==> src/rtl/des_round_ctrl.sv <==
// des_round_ctrl: sequences load, 16 Feistel rounds with key-rotate control,
// the final IP-1 strobe and the result-valid handshake for an iterative DES core.
module des_round_ctrl #(
   parameter logic [15:0] SHIFT_SCHED = 16'h8103
) (
   input  logic       clk,
   input  logic       rst_n,
   input  logic       in_valid,
   output logic       in_ready,
   input  logic       decrypt,
   input  logic       abort,
   output logic       out_valid,
   input  logic       out_ready,
   output logic       load_en,
   output logic       round_en,
   output logic [3:0] round_idx,
   output logic [1:0] key_shift_amt,
   output logic       key_shift_dir,
   output logic       final_en,
   output logic       busy
);
   typedef enum logic [1:0] {IDLE, ROUND, FINAL, DONE} state_t;
   state_t state, state_nx;
   logic [3:0] cnt, dec_idx;
   logic mode_q, sched_bit;
   always_ff @(posedge clk or negedge rst_n)
      if (!rst_n) begin
         state    <= IDLE;
         cnt      <= 4'd0;
         mode_q   <= 1'b0;
         in_ready <= 1'b0;
      end else begin
         state    <= state_nx;
         in_ready <= state_nx == IDLE;
         cnt      <= (state == ROUND && state_nx == ROUND) ? cnt + 4'd1 : 4'd0;
         if (load_en) mode_q <= decrypt;
      end
   always_comb begin
      state_nx = state;
      unique case (state)
         IDLE:  state_nx = load_en ? ROUND : IDLE;
         ROUND: state_nx = abort ? IDLE : (cnt == 4'd15 ? FINAL : ROUND);
         FINAL: state_nx = abort ? IDLE : DONE;
         DONE:  state_nx = (abort || out_ready) ? IDLE : DONE;
      endcase
   end
   // decrypt walks the encrypt schedule backwards: round r uses entry 16-r
   assign dec_idx       = 4'd0 - cnt;
   assign sched_bit     = mode_q ? SHIFT_SCHED[dec_idx] : SHIFT_SCHED[cnt];
   assign load_en       = in_valid & in_ready;
   assign round_en      = state == ROUND;
   assign final_en      = state == FINAL;
   assign out_valid     = state == DONE;
   assign busy          = state != IDLE;
   assign round_idx     = round_en ? cnt : 4'd0;
   assign key_shift_dir = round_en & mode_q;
   assign key_shift_amt = !round_en || (mode_q && cnt == 4'd0) ? 2'd0 : sched_bit ? 2'd1 : 2'd2;
endmodule

==> config.mk <==
export PLATFORM = sky130hd
export DESIGN_NAME = des_round_ctrl
export DESIGN_NICKNAME = d
export VERILOG_FILES = /design/src/rtl/des_round_ctrl.sv
export SDC_FILE = /design/constraint.sdc
export NUM_CORES = 1
export LEC_CHECK = 0
export BUFFER_PORTS_ARGS = -buffer_cell sky130_fd_sc_hd__buf_2
export CAP_MARGIN = 0
export CORE_AREA = 2 2 39 41
export DETAILED_ROUTE_END_ITERATION = 12
export DIE_AREA = 0 0 41 43
export PLACE_DENSITY_LB_ADDON = 0.2
export SLEW_MARGIN = 20
export SYNTH_ARGS = -nofsm -noshare
export SYNTH_HDL_FRONTEND = slang
export SYNTH_SLANG_ARGS = --single-unit
==> constraint.sdc <==
create_clock -name clk -period 2.9 [get_ports clk]
set_clock_uncertainty 0.1 [all_clocks]
set_input_delay 0.435 -clock clk [delete_from_list [all_inputs] [get_ports clk]]
set_output_delay 0.435 -clock clk [all_outputs]
set_load 0.02 [all_outputs]
After elaboration in Yosys (flattened, before gate mapping)
Memories as Yosys holds them, arrays and structs flattened.
Index checks and enable logic that the tools add are counted.

word-level totals
  memory bits (read-only) = 32
  logic and storage cells = 39
  output and inout port bits = 13
  memories kept = 2
  register bits = 8

operators by class
  bitwise logic cells = 2
  equality and inequality tests = 5
  add/subtract/negate cells = 2
  order comparisons = 2
  mux-type cells = 13
  reduce and logical (&&, ||, !) cells = 9

memories
  memory            depth  bits a word  rd ports  clocked after memory_dff  write ports  line  RTL
  (name not given)  16     1            1         0                         0            49    assign sched_bit = mode_q ? SHIFT_SCHED[dec_idx] : SHIFT_SCHED[cnt];
  (name not given)  16     1            1         0                         0            49

operators by type and width
  kind                                                        count
  2-to-1 mux 2 bit                                            6
  less-than comparator 4 x 5 -> 1 bit, second input constant  2
  2-to-1 mux 4 bit                                            2
  case mux 2 bit (4 select lines)                             1
  adder 4 x 1 -> 4 bit, second input constant                 1
  equality test 2 x 1 -> 1 bit, second input constant         2
  equality test 2 bit, second input constant                  2
  equality test 4 bit, second input constant                  1
  zero test 2 bit                                             2
  zero test 4 bit                                             1
  2-to-1 mux 1 bit                                            4
  subtractor 1 x 4 -> 4 bit, first input constant             1
  AND 1 bit                                                   2
  logical AND 1 bit                                           2
  logical OR 1 bit                                            2
  nonzero test 2 bit                                          1
  zero test 1 bit                                             1

Longest topological paths before layout
Gate-level depths: netlist (run 1).

  word-level depth = 7
  mapped depth = 5

Worst setup path after synthesis (run 1)
OpenSTA, ideal clock, no wires.

  kind = reg2out
  start point = register cnt[0]
  end point = output key_shift_amt[0]
  buffers on the path = 0
  cell stages (with the launch flop) = 6
  arrival = 1531 ps
  path slack = 834 ps
  cells stage by stage = dfrtp_1 > inv_1 > ha_1 > xnor2_1 > o221a_1 > nor3_1

between the ends
  word-level cells in the longest chain between the ends = 6

ends and longest elaborated chain
  item                                    line  RTL
  start: declaration                      24    logic [3:0] cnt, dec_idx;
  start signal: assignment                35    cnt <= (state == ROUND && state_nx == ROUND) ? cnt + 4'd1 : 4'd0;
  subtractor 1 x 4 -> 4 bit               48    assign dec_idx = 4'd0 - cnt;
  memory read (16 x 1 bit)                n/a
  2-to-1 mux 1 bit (not written as such)  49
  2-to-1 mux 1 bit                        49
  2-to-1 mux 2 bit                        57    assign key_shift_amt = !round_en || (mode_q && cnt == 4'd0) ? 2'd0 : sched_bit ? 2'd1 : 2'd2;
  2-to-1 mux 2 bit (*)                    57
  end: declaration                        17    output logic [1:0] key_shift_amt,

Mark *: on every way between the ends. The rest lies on a longest branch, timed or not. The select of a mux whose other input is x is not followed.

Final worst setup path (run 1)
  start point = register cnt[0]
  end point = output key_shift_amt[1]

Same word-level chain as after synthesis.

==> impl_metrics.py, run 1 <==
metrics = {
    "sta": {
        "slew_viol_final": 0,
        "finalHoldViolations": 0,
        "layout_min_cycle_time_ps": 2280,
        "timing.fmax_mhz": 439,
        "maxSlewHeadroom_pct": 75.3,
        "tightest_slew_ps": 371,
        "rsz0062_at_grt": "no",
        "setup_viol": 0,
        "tns_ps": 0,
        "min_period_over_period_pct": 78.6,
        "timing.hold.ws_ps": 300,
    },
    "grt": {
        "grt_antenna_before_repair": 0,
        "grt_max_degree": 14,
        "grt.overflow.total": 0,
        "grt_pass1_vias": 456,
        "grt_use_total_pct": 15.2,
        "grt_pass1_wl_um": 1850,
    },
    "synthesis": {
        "synth_fp_nets": 66,
        "synth_seq_area_share_pct": 37.6,
        "synth_edf_count": 0,
        "synth.most_common_cell": "dfrtp_1",
        "synth_warnings": 0,
        "ys_top_cells_by_area": "dfrtp_1, xnor2_1, ha_1",
        "synthTopCellsByCount": "dfrtp_1, inv_1, nor2_1",
        "syn_area_um2": 533,
        "synth_top_area_share_pct": 37.6,
        "syn_inst": 58,
        "synth_seq_cells": 8,
        "yosys.area.top_type": "dfrtp_1",
        "synth.avg_cell_area_um2": 9.19,
        "post_synth_num_cell_types": 32,
        "synthArstFlopShare_pct": 100,
        "ys.flop_type": "dfrtp_1",
    },
    "floorplanning": {
        "die_h_um": 43,
        "fp.dieW_um": 41,
        "rows": 14,
        "core_area_mm2": 0.00138,
        "die-area_mm2": 0.00176,
        "start_util_pct": 38.5,
        "num_io_pins": 19,
    },
    "min_path": {
        "min_path_cells": 2,
        "worstHoldEndpoint": "state[1]$_DFF_PN0_",
        "min_path_type": "in -> reg",
        "hold_start": "out_ready",
    },
    "cts": {
        "clockRootBuffer": "clkbuf_4",
        "clock-sinks": 8,
        "cts_resized": 0,
        "path_clk_slew_ps": 50,
        "cts.htree.levels": 1,
        "cts_tree": "done",
        "cts_made_buffers": 3,
        "ctsLongestPathBuffers": 2,
        "insertion_delay_ps": 240,
    },
    "detailed_routing": {
        "via_count": 475,
        "wire_per_inst_um": 11.7,
        "wl_um": 1100,
        "final_antenna_net_count": 0,
        "drtIter0Drc": 4,
        "vias_per_cell": 5.05,
        "drt_pass1_iterations": 4,
        "drc": 0,
    },
    "place": {
        "hpwl_um": 880,
        "io_buffers": 18,
        "post_dp_cell_area_um2": 628,
        "gp_congestion": 0.712,
    },
    "finish": {
        "nets": 88,
        "antenna_cells": 0,
        "fin_util_pct": 47.7,
        "final_cell_area_um2": 661,
        "drive_gt1_share_pct": 33.3,
        "syn_to_final_growth_pct": 23.9,
    },
    "worst_setup_path": {
        "cp.required_ps": 2370,
        "endpoint_kind": "output pin",
        "rr_startpoint": "cnt[0]$_DFF_PN0_",
        "crit_fanout": 6,
        "worstSetupStartpointType": "flop",
        "crit_type": "reg -> out",
        "r2r_cells": 4,
        "r2r_setup_slack_ps": 1290,
        "rr_endpoint": "cnt[2]$_DFF_PN0_",
        "crit_arrival_ps": 1740,
    },
    "power": {
        "peakVddDrop_uv": 281,
        "cell_internal_pwr_uw": 284,
        "cellLeakagePower_nw": 0.323,
        "clockPowerShare_pct": 16.8,
        "power_frac_seq_pct": 35.5,
        "p_sw_uw": 198,
        "swShare_pct": 41.1,
        "p_per_area_mw_per_mm2": 729,
        "comb_power_share_pct": 47.7,
    },
    "job": {
        "max_cap_violations": 0,
    },
    "status": {
        "status": "finished clean",
    },
}
-- per-layer routing --
layer	up-vias	track usage (%)	share of wire [%]	wire, um
met2	13	21.3	45	493
met3	2	1.57	5.7	63
met4	0	10.0	0.82	9
met1	215	21.1	48	529
li1	245	-	-	-
met5	-	0	0	0
-- cell usage in the layout, fill, tap and decap left out, types with 2 or more instances in the layout --
master	netlist	final
inv_1	5	5
ha_1	2	2
nor2_1	5	5
xnor2_1	3	3
buf_2	0	18
a21oi_1	2	2
nor3_1	4	4
and2_1	3	3
dfrtp_1	8	8
nand2_1	3	3
clkbuf_4	0	3
-- through the flow --
stage / instances / power [mW] / setup slack, ps
2_1_floorplan: 58 / 0.333 / 834
3_3_place_gp: 90 / 0.403 / 870
3_5_place_dp: 90 / 0.405 / 878
4_1_cts: 94 / 0.491 / 609
5_1_grt: 94 / 0.525 / 455
6_report: 94 / 0.482 / 620
-- cell families after synthesis --
| group | count (synthesis) | share of synthesized area [%] |
|---|---|---|
| flip-flops | 8 | 37.6 |
| AND/OR/NAND/NOR | 25 | 27.0 |
| multiplexers | 2 | 3.99 |
| AO/OA/AOI/OAI | 10 | 14.8 |
| adder cells (fa/ha/maj) | 2 | 4.69 |
| XOR/XNOR | 3 | 4.93 |
| buffers and inverters | 8 | 7.04 |
-- worst max-delay path by stage --
| stage | startpoint | end | slack [ps] | depth (start not counted) |
|---|---|---|---|---|
| after floorplan | cnt[0]$_DFF_PN0_ | key_shift_amt[0] | 830 | 5 |
| after global routing | cnt[0]$_DFF_PN0_ | key_shift_amt[1] | 460 | 6 |
| after detailed placement | cnt[0]$_DFF_PN0_ | key_shift_amt[1] | 880 | 6 |
| after CTS | cnt[0]$_DFF_PN0_ | key_shift_amt[1] | 610 | 6 |
| after global placement | cnt[0]$_DFF_PN0_ | key_shift_amt[1] | 870 | 6 |
| final | cnt[0]$_DFF_PN0_ | key_shift_amt[1] | 620 | 6 |
-- cell type report --
type	count	area [um^2]
tap	16	20.0
inverter	6	22.5
multi-input combinational	42	295
fill	147	723
sequential	8	200
timing repair buffer	19	100
clock buffer	3	22.5
-- power by group through the flow --
stage	clock [mW]	combinational [mW]	sequential, mW
2_1_floorplan	0	0.161	0.172
3_3_place_gp	0	0.231	0.172
3_5_place_dp	0	0.232	0.173
4_1_cts	0.0862	0.233	0.171
5_1_grt	0.0939	0.254	0.177
6_report	0.0810	0.230	0.171
-- flip-flops by register name, indices dropped and copies added, names as in the netlist --
register	flops
cnt	4
in_ready	1
mode_q	1
state	2
-- worst max-delay path: stages, from the launching register on --
cell	delay, ps
dfrtp_1	420
inv_1	100
ha_1	190
or4bb_1	390
nand2_1	90
o21ba_2	150
buf_2	150
-- what timing repair did --
action | 4_1_cts | 5_1_grt
endpoints found under the setup margin | 0 | 0
hold buffers | 1 | 0
setup buffers | 0 | 0
hold endpoints to repair | 8 | 0
No activity file was read; power rests on OpenSTA's default activity.
==> inputs of run 2 (changes only) <==
- ABC_AREA: default -> 1
- clock period: 2.9 -> 2.3 ns (I/O delays scaled with it)
==> run 2 against run 1 <==
Compared with the run above:
- register-to-register slack worse by 230 ps
- sequential share of layout area up 0.29 points
- largest power group unchanged
- highest routed layer unchanged
- final cell count up 20%
- hold slack worse by 91 ps
- utilization down 0.45 points
==> impl_metrics.py, run 2 <==
metrics = {
    "status": {
        "status": "finished clean",
    },
    "job": {
        "max_cap_violations": 0,
    },
    "worst_setup_path": {
        "cp.required_ps": 1860,
        "crit_slowest_cell": "dfrtp_1",
        "crit_type": "reg -> out",
        "r2r_cells": 5,
        "critPathTopFamily": "simple AND/OR/NAND/NOR gates",
        "rr_startpoint": "cnt[0]$_DFF_PN0_",
        "crit_fanout": 4,
        "worstSetupStartpointType": "flop",
        "path_cells": "inv_1, ha_1, inv_1, nand2_1, nor2_1, nor2_1, nand2_1, nand2_1, nor2_1, buf_2",
        "critPathMaxStageDelay_ps": 380,
        "endpoint_kind": "output pin",
        "r2r_setup_slack_ps": 1060,
        "rr_endpoint": "in_ready$_DFF_PN0_",
        "crit_arrival_ps": 1630,
        "cp.buffers_inverters": 3,
    },
    "synthesis": {
        "ys.flop_type": "dfrtp_1",
        "synth_warnings": 0,
        "synth.most_common_cell": "nor2_1",
        "yosys.area.top_type": "dfrtp_1",
        "synthArstFlopShare_pct": 100,
        "synth_edf_count": 0,
        "synthTopCellsByCount": "nor2_1, nand2_1, inv_1",
        "synth_seq_cells": 8,
        "syn_area_um2": 512,
        "syn_inst": 75,
        "synth.avg_cell_area_um2": 6.82,
        "ys_top_cells_by_area": "dfrtp_1, nor2_1, nand2_1",
        "post_synth_num_cell_types": 14,
        "synth_seq_area_share_pct": 39.1,
        "synth_fp_nets": 83,
        "synth_top_area_share_pct": 39.1,
    },
    "min_path": {
        "worstHoldEndpoint": "mode_q$_DFFE_PN0N_",
        "min_path_cells": 3,
        "hold_start": "decrypt",
        "min_path_type": "in -> reg",
    },
    "place": {
        "io_buffers": 18,
        "dp_slack_ps": 476,
        "gp_congestion": 0.784,
        "hpwl_um": 828,
        "post_dp_cell_area_um2": 622,
        "dp.cells": 109,
    },
    "finish": {
        "antenna_cells": 0,
        "largest-register": "cnt",
        "final_cell_mix": "nor2_1, buf_2, nand2_1",
        "instances_no_fill": 113,
        "largest_reg_flops": 4,
        "nets": 107,
        "reg.largest.list": "cnt x4, state x2",
        "final_cell_area_um2": 654,
        "drive_gt1_share_pct": 26.8,
        "syn_to_final_growth_pct": 27.9,
    },
    "cts": {
        "cts_made_buffers": 3,
        "ctsLongestPathBuffers": 2,
        "insertion_delay_ps": 250,
        "cts_resized": 0,
        "cts.htree.levels": 1,
        "clockRootBuffer": "clkbuf_4",
        "cts_tree": "done",
        "path_clk_slew_ps": 50,
        "clock-sinks": 8,
    },
    "detailed_routing": {
        "vias_per_cell": 4.57,
        "m1WireLength_um": 461,
        "dr.max_layer_used": "met4",
        "wl_met3_um": 41,
        "wire_per_inst_um": 8.98,
        "drtIter0Drc": 5,
        "final_antenna_net_count": 0,
        "drt_pass1_iterations": 4,
        "drc": 0,
        "wl_um": 1020,
        "route.met2.wl_um": 497,
        "via_count": 516,
    },
    "power": {
        "peakVddDrop_uv": 376,
        "cellLeakagePower_nw": 0.395,
        "p_per_area_mw_per_mm2": 849,
    },
    "grt": {
        "grt_use_total_pct": 14.9,
        "grt.overflow.total": 0,
        "grt_pass1_wl_um": 1770,
        "grt_pass1_vias": 467,
        "grt_max_degree": 9,
        "grt_antenna_before_repair": 0,
    },
    "sta": {
        "tightest_slew_ps": 247,
        "min_period_over_period_pct": 90.3,
        "tns_ps": 0,
        "finalHoldViolations": 0,
        "rsz0062_at_grt": "no",
        "slew_viol_final": 0,
        "timing.fmax_mhz": 481,
        "layout_min_cycle_time_ps": 2080,
        "setup_viol": 0,
        "maxSlewHeadroom_pct": 83.5,
        "finalWorstSetupSlack_ps": 222,
    },
    "floorplanning": {
        "start_util_pct": 37.0,
        "die_h_um": 43,
        "fp.dieW_um": 41,
        "core_area_mm2": 0.00138,
        "num_io_pins": 19,
        "rows": 14,
        "die-area_mm2": 0.00176,
    },
}
-- run 2: changes by cell type in the layout (fill, tap and decap cells not counted), moves of 2 or more --
cell	change
nand3_2	+2
nor3_1	-4
nand2_1	+14
inv_1	+9
nor2_1	+13
nand3_1	+4
xnor2_1	-3
and2_1	-3
-- run 2: cell type report --
type | count | area, um^2
clock buffer | 3 | 22.5
fill | 152 | 729
inverter | 15 | 56.3
multi-input combinational | 52 | 255
sequential | 8 | 200
tap | 16 | 20.0
timing repair buffer | 19 | 100
-- run 2: worst reg2reg max path, delay by kind of cell, from the launching register on --
family                     cells  cell delay [ps]
DFF                            1              400
adders and majority gates      1              230
and+or+nand+nor                4              400
-- run 2: layer usage --
metal	vias up	global-route usage [%]
li1	272	-
met1	234	19.7
met5	-	0
met4	0	12.0
met2	8	20.9
met3	2	1.57
-- run 2: stage by stage --
stage	hold slack, ps	util [%]	power (mW)
finish	208	47.3	0.555
global route	253	47.3	0.609
CTS	211	47.3	0.565
detailed placement	96.5	44.9	0.458
global placement	96.6	44.9	0.458
floorplan	-50.6	-	0.383
-- run 2: worst max-delay path by stage --
stage | start | endpoint | slack [ps] | cells after the start
floorplan | cnt[0]$_DFF_PN0_ | key_shift_amt[0] | 520 | 9
global placement | cnt[0]$_DFF_PN0_ | key_shift_amt[0] | 520 | 10
detailed placement | cnt[0]$_DFF_PN0_ | key_shift_amt[0] | 480 | 10
CTS | cnt[0]$_DFF_PN0_ | key_shift_amt[0] | 200 | 10
global route | cnt[0]$_DFF_PN0_ | key_shift_amt[0] | 40 | 9
finish | cnt[0]$_DFF_PN0_ | key_shift_amt[0] | 220 | 10
-- run 2: repair_timing --
item,CTS,global route
setup buffers,0,0
endpoints found under the setup margin,0,0
hold buffers,1,0
hold endpoints to repair,8,0
-- run 2: power by group --
group	internal, mW	total, mW	switching, mW
Sequential	0.168	0.187	0.0198
Clock	0.0593	0.101	0.0418
Combinational	0.0871	0.267	0.180
Total	0.314	0.555	0.241
-- run 2: logic make-up (layout without fill, tap and decap cells) --
kind of cell / Yosys count / in the layout / share of synthesized area, %
and+or+nand+nor: 43 / 43 / 36.7
buffers and inverters: 15 / 37 / 11.0
DFF: 8 / 8 / 39.1
AOI/OAI and AO/OA: 6 / 6 / 6.60
adders and majority gates: 2 / 2 / 4.89
xor gates and xnor gates: 1 / 1 / 1.71
